--- config.mk ---
export PLATFORM = sky130hd
export DESIGN_NAME = text_cell_fetcher
export DESIGN_NICKNAME = d
export VERILOG_FILES = /design/src/rtl/text_cell_fetcher.sv
export SDC_FILE = /design/constraint.sdc
export NUM_CORES = 1
export LEC_CHECK = 0
export CORE_MARGIN = 2
export CORE_UTILIZATION = 64
export DETAILED_ROUTE_END_ITERATION = 10
export GPL_TIMING_DRIVEN = 1
export PLACE_DENSITY = 0.92
export SLEW_MARGIN = 15
export SYNTH_ARGS = -nofsm -noshare
export SYNTH_HDL_FRONTEND = slang
export SYNTH_SLANG_ARGS = --single-unit
--- constraint.sdc ---
create_clock -name i_clk -period 4.28 [get_ports i_clk]
set_input_delay 1.284 -clock i_clk [delete_from_list [all_inputs] [get_ports i_clk]]
set_output_delay 1.284 -clock i_clk [all_outputs]
set_load 0.02 [all_outputs]
--- src/rtl/text_cell_fetcher.sv ---
// Text-mode cell sequencer: cell-coordinate scan counters, one text RAM read per pixel, palette resolve.
// Latency 3 cycles from i_pixel_en to o_valid at full throughput; there is no backpressure path.
module text_cell_fetcher #(
  parameter int COLS   = 80,
  parameter int ROWS   = 60,
  parameter int ADDR_W = 13
) (
  input  logic              i_clk,
  input  logic              i_rst_n,
  input  logic              i_frame_start,
  input  logic              i_line_end,
  input  logic              i_pixel_en,
  input  logic [ADDR_W-1:0] i_base_addr,
  output logic              o_ram_rd,
  output logic [ADDR_W-1:0] o_ram_addr,
  input  logic [15:0]       i_ram_data,
  input  logic              i_pal_we,
  input  logic [3:0]        i_pal_addr,
  input  logic [11:0]       i_pal_data,
  output logic              o_valid,
  output logic [7:0]        o_char,
  output logic [2:0]        o_row,
  output logic [2:0]        o_column,
  output logic [11:0]       o_fg_color,
  output logic [11:0]       o_bg_color
);

  localparam int CC_W = (COLS > 1) ? $clog2(COLS) : 1;
  localparam int CR_W = (ROWS > 1) ? $clog2(ROWS) : 1;

  logic [2:0]        pix_col;
  logic [2:0]        pix_row;
  logic [CC_W-1:0]   cell_col;
  logic [CR_W-1:0]   cell_row;
  logic [ADDR_W-1:0] row_base;
  logic [ADDR_W-1:0] base;
  logic              armed;
  logic              pix_go;
  logic [ADDR_W-1:0] cell_addr;

  logic [2:0]        s1_row;
  logic [2:0]        s1_col;
  logic              s2_vld;
  logic [2:0]        s2_row;
  logic [2:0]        s2_col;

  logic [11:0]       pal [16];

  // Pixels are ignored after reset until a frame start has positioned the counters.
  assign pix_go    = i_pixel_en & armed;
  assign cell_addr = row_base + ADDR_W'(cell_col);

  always_ff @(posedge i_clk or negedge i_rst_n) begin
    if (!i_rst_n) begin
      pix_col  <= '0;
      pix_row  <= '0;
      cell_col <= '0;
      cell_row <= '0;
      row_base <= '0;
      base     <= '0;
      armed    <= 1'b0;
    end else begin
      if (i_frame_start) begin
        base     <= i_base_addr;
        row_base <= i_base_addr;
        pix_col  <= '0;
        pix_row  <= '0;
        cell_col <= '0;
        cell_row <= '0;
        armed    <= 1'b1;
      end else if (i_line_end) begin
        pix_col <= '0;
        cell_col <= '0;
        pix_row <= pix_row + 3'd1;
        if (pix_row == 3'd7) begin
          if (cell_row == CR_W'(ROWS - 1)) begin
            cell_row <= '0;
            row_base <= base;
          end else begin
            cell_row <= cell_row + CR_W'(1);
            row_base <= row_base + ADDR_W'(COLS);
          end
        end
      end else if (pix_go) begin
        pix_col <= pix_col + 3'd1;
        if (pix_col == 3'd7) begin
          if (cell_col == CC_W'(COLS - 1)) begin
            cell_col <= '0;
          end else begin
            cell_col <= cell_col + CC_W'(1);
          end
        end
      end
    end
  end

  // Read stage, RAM data stage, then registered resolve into the output stage.
  always_ff @(posedge i_clk or negedge i_rst_n) begin
    if (!i_rst_n) begin
      o_ram_rd   <= 1'b0;
      o_ram_addr <= '0;
      s1_row     <= '0;
      s1_col     <= '0;
      s2_vld     <= 1'b0;
      s2_row     <= '0;
      s2_col     <= '0;
      o_valid    <= 1'b0;
      o_char     <= '0;
      o_row      <= '0;
      o_column   <= '0;
      o_fg_color <= '0;
      o_bg_color <= '0;
    end else begin
      o_ram_rd <= pix_go;
      if (pix_go) begin
        o_ram_addr <= cell_addr;
        s1_row     <= pix_row;
        s1_col     <= pix_col;
      end
      s2_vld <= o_ram_rd;
      if (o_ram_rd) begin
        s2_row <= s1_row;
        s2_col <= s1_col;
      end
      o_valid <= s2_vld;
      if (s2_vld) begin
        o_char     <= i_ram_data[15:8];
        o_fg_color <= pal[i_ram_data[7:4]];
        o_bg_color <= pal[i_ram_data[3:0]];
        o_row      <= s2_row;
        o_column   <= s2_col;
      end
    end
  end

  // Lookups read the register array directly, so a same-cycle write is seen one cycle later.
  always_ff @(posedge i_clk or negedge i_rst_n) begin
    if (!i_rst_n) begin
      for (int k = 0; k < 16; k++) begin
        pal[k] <= {3{4'(k)}};
      end
    end else if (i_pal_we) begin
      pal[i_pal_addr] <= i_pal_data;
    end
  end

endmodule

=== After elaboration in Yosys (flattened, before gate mapping) ===
Index checks and enable logic that the tools add are counted.

* Add/sub/neg operators: 6
* Mux-type cells: 27
* Equality and inequality tests: 4
* $lt $le $gt $ge: 4
* Reduce and logical (&&, ||, !) cells: 7
* Bitwise logic cells: 4

{| class="wikitable"
|+ Operators with widths
! cell !! count
|-
| $bwmux 192 || 1
|-
| $bmux 12 s4 || 2
|-
| $mux 12 || 5
|-
| $mux 13 || 4
|-
| $demux 12 s4 || 1
|-
| $mux 7 || 5
|-
| $mux 6 || 4
|-
| $ge 5x5->1 const B || 3
|-
| $mux 3 || 5
|-
| $not 4->5 || 3
|-
| $add 13x7->13 || 1
|-
| $add 13x7->13 const B || 1
|-
| $add 7x1->7 const B || 1
|-
| $eq 7x7->1 const B || 1
|-
| $add 3x1->3 const B || 2
|-
| $add 6x1->6 const B || 1
|-
| $eq 3x3->1 const B || 2
|-
| $eq 6x6->1 const B || 1
|-
| $reduce_bool 3->1 || 2
|-
| $lt 5x1->1 const B || 1
|-
| $reduce_and 2->1 || 2
|-
| $reduce_bool 2->1 || 2
|-
| $and 1x1->1 || 1
|-
| $logic_and 1x1->1 || 1
|}

* Logic and storage cells: 88
* Output and inout port bits: 53
* Bits in registers: 304
* Bits of input ports: 51

=== Depth between registers and ports, before layout ===
* Depth in word-level cells: 6
* Mapped depth: 8
* Depth with buffers taken out: 7

=== Least setup slack after synthesis ===
OpenSTA, ideal clock, no wires.

* Path type: input-to-reg
* From: input port i_ram_data[2]
* To: register o_bg_color[4]
* Path slack: 1670 ps
* Cell stages on the path: 5
* Arrival: 2476 ps
* Buffers on the path: 1
* Required time: 4146 ps
* Cell sequence: buf_2 mux4_2 mux2_2 o22ai_1 a21oi_1

* Word-level cells in the longest chain between the ends: 4

{| class="wikitable"
|+ Ends and longest elaborated chain
! what !! line !! source
|-
| start, declared || 16 || <nowiki>input logic [15:0] i_ram_data,</nowiki>
|-
| $not 4->5 (implied by the code) || 129 || <nowiki>o_bg_color <= pal[i_ram_data[3:0]];</nowiki>
|-
| $bmux 12 s4 || 129 ||
|-
| $mux 12 (implied by the code) (2 in a row) || 129 ||
|-
| end signal, assigned || 129 ||
|-
| end, declared || 25 || <nowiki>output logic [11:0] o_bg_color</nowiki>
|}

Every way passes these cells. The select of a mux whose other input is x is not followed.
A chain may end at the register's enable or synchronous reset.

=== Final worst setup path ===
* From: register o_ram_rd
* To: output port o_ram_rd

{| class="wikitable"
|+ RTL lines
! what !! line !! source
|-
| start, declared || 14 || <nowiki>output logic o_ram_rd,</nowiki>
|-
| start signal, assigned || 114 || <nowiki>o_ram_rd <= pix_go;</nowiki>
|}

No word-level cell between the ends.

==> out/results.tsv <==
metric	value	unit
fin nets	1240	
unrepaired setup endpoints after global routing	false	
Core Box Area	24100	µm²
clock transition at the registers of the reported paths	0.07	ns
switching power	2.27	mW
Mapped Nets	1156	
setup repair bufs after CTS	0	
peak supply drop	0.000379	V
endpoints failing setup	0	
most frequent cells in the layout	mux2_2, dfrtp_1, clkdlybuf4s50_1, dfstp_2, mux4_2	
Tmin final	3.07	ns
area of the die	25500	µm²
Worst Hold Class	reg2reg	
vias after detailed routing	10260	
fin. max-slew vios	0	
Crit Path Class	reg2out	
Max Root-Sink Buffers	3	
Die Span Y	160	µm
largest net degree at the start of global routing	85	
Vias/cell	6.74	
crit-path cells	clkdlybuf4s50_1	
placed insts	1466	
Final GP Congestion	0.831	
Wirelength per Cell	25.5	µm
# DRC	0	
syn_area_per_cell	14.3	µm²
initial antenna violation count	1	
CTS H-tree depth	1	
Clk Latency, worst-skew pair	0.56	ns
Placement Rows	57	
synthesis-to-layout area growth	14.4	%
global route overflow	0	
Slowest cell on crit path	clkdlybuf4s50_1	
CTS tree	yes	
Setup TNS	0	ns
critical path buffer and inverter count	1	
Critical Path RT	3.00	ns
Final Hold Fails	0	
fmax	326	MHz
global-route wire length before repair	61400	µm
post-synthesis sequential area ratio	49.7	%
share of cells above drive strength 1	43.2	%
Arr. time, crit path	1.78	ns
I/O pin count	104	
Syn Inst Count	1090	
initial DRC count	978	
post-DP HPWL	23800	µm
CP max FO	8	
Distinct cells, synth	56	
clk sinks	304	
post-cts sizing count	0	
status	complete, no violations	
root buf cell	clkbuf_16	
leakage	7.31	nW
switch share	26.6	%
Post-synth top flop	dfrtp_1	
Comb pwr share	20.7	%
CP max stage delay	0.68	ns
startpoint types	flop	
Yosys warnings	0	
hold_ws	0.485	ns
Cell Int Power	6.25	mW
Pwr Density	479	nW/µm²
cts hold-fix bufs	0	
Synth async-reset ratio	100	%
vias in the first global route	10883	
#FFs+latches synth	304	
Relative slew margins	38.3	%
number of synthesized flops with an enable pin	0	
CTS buffer count	30	
final critical-path share of the clock period	71.7	%
Filler cells	1453	
Clk pwr share	32.4	%
IO buf count	103	
DP Area	16700	µm²
Flop pwr share	46.9	%
post-route design area	17800	µm²
most common cell after layout, fill and taps aside	mux2_2	
Layout Cells excl Fill	1523	
multi-input logic area	7200	µm²
Largest delay share family, worst path	buffers and inverters	
worst-margin pin slew	0.925	ns
synthesized area	15500	µm²
Final Routed Wirelength	38800	µm
Fin Clk Skew	0.00990	ns
GR Util All Layers	30.9	%
number of routed nets with antenna violations	0	
DR pass1 iterations	5	
Crit. End Element	output pin	
Register Area	7730	µm²
initial cell density of the core	64.5	%
chip width	160	µm
Max-Cap Viols	0	
-- sequential cells by signal (all words and copies together), names as in the netlist, 6 cells and up --
register and cells:
pal 192, base 13, o_ram_addr 13, row_base 13
o_bg_color 12, o_fg_color 12, o_char 8, cell_col 7
cell_row 6
-- cells by family after synthesis --
| family | count (synthesis) | synth area share [%] |
|---|---|---|
| simple gates | 151 | 4.78 |
| mux | 353 | 33.1 |
| flops | 304 | 49.7 |
| compound gates | 149 | 6.01 |
| xor+xnor | 22 | 1.24 |
| fa+ha+maj | 15 | 1.26 |
| buf+inv | 96 | 3.92 |
-- power groups by stage --
| stage | logic, mW | registers (mW) | clock network, mW |
|---|---|---|---|
| 2_1_floorplan | 1.16 | 3.93 | 0 |
| 3_3_place_gp | 1.64 | 3.93 | 0 |
| 5_1_grt | 1.87 | 4.05 | 2.89 |
| 4_1_cts | 1.76 | 3.97 | 2.79 |
| 3_5_place_dp | 1.73 | 4.00 | 0 |
| 6_report | 1.76 | 3.99 | 2.76 |
-- layer usage --
metal / track usage (%) / wire [µm] / part of all wire [%]
met5: 0 / 0 / 0
met4: 11.8 / 1500 / 3.9
met3: 6.08 / 2940 / 7.6
met2: 50.8 / 19200 / 50
met1: 41.4 / 15100 / 39
-- cell type report --
type / count / share of cell area [%]
well taps: 324 / 2.28
multi-input cells: 690 / 40.5
repair buffers: 137 / 7.59
clock inverters: 17 / 1.11
inverters: 11 / 0.232
diodes: 1 / 0.0141
flip-flops and latches: 304 / 43.5
clock buffers: 39 / 4.76
-- path summary, 6_finish.rpt --
check                               start             end  slack, ns  cells past startpoint
setup / recovery                 o_ram_rd        o_ram_rd       1.21                      1
hold / removal             o_ram_addr[10]  o_ram_addr[10]       0.48                      2
setup reg to reg              cell_col[0]  o_ram_addr[12]       2.12                      7
hold reg to reg            o_ram_addr[10]  o_ram_addr[10]       0.48                      2
max in group asynchronous         i_rst_n         pal[31]       2.63                      2
min in group asynchronous         i_rst_n        pal[129]       0.72                      1
-- Yosys cell counts (all sizes together) (2+ instances only) --
master       number  area share [%]
mux2            250              18
dfrtp           208              33
dfstp            96              16
mux4             96              14
buf              49             2.2
a21oi            43             1.4
nand2            43             1.0
nor2             38            0.92
clkbuf           34             1.3
o21ai            33             1.1
a211oi           26             1.3
nor2b            26             1.0
o22ai            24            0.97
ha               14             1.1
xnor2            11            0.62
xor2             11            0.62
inv              10            0.24
nand3             9            0.29
nor3              8            0.29
mux2i             7            0.45
nor3b             5            0.24
or3               5            0.20
a21o              4            0.19
nand3b            4            0.19
a221o             3            0.19
nand2b            3            0.12
o2111ai           3            0.17
or2               3            0.12
a311o             2            0.13
a31oi             2           0.081
and3              2           0.081
dlygate4sd1       2            0.11
o311a             2            0.13
-- through the flow --
| stage | utilization, % | power (mW) | setup WS (ns) |
|---|---|---|---|
| 2_1_floorplan | - | 5.10 | 1.67 |
| 3_3_place_gp | 69.4 | 5.57 | 0.884 |
| 3_5_place_dp | 69.4 | 5.73 | 0.857 |
| 4_1_cts | 73.7 | 8.52 | 1.19 |
| 5_1_grt | 73.7 | 8.81 | 1.12 |
| 6_report | 73.7 | 8.52 | 1.21 |
Power figures use the tool's default switching activity.
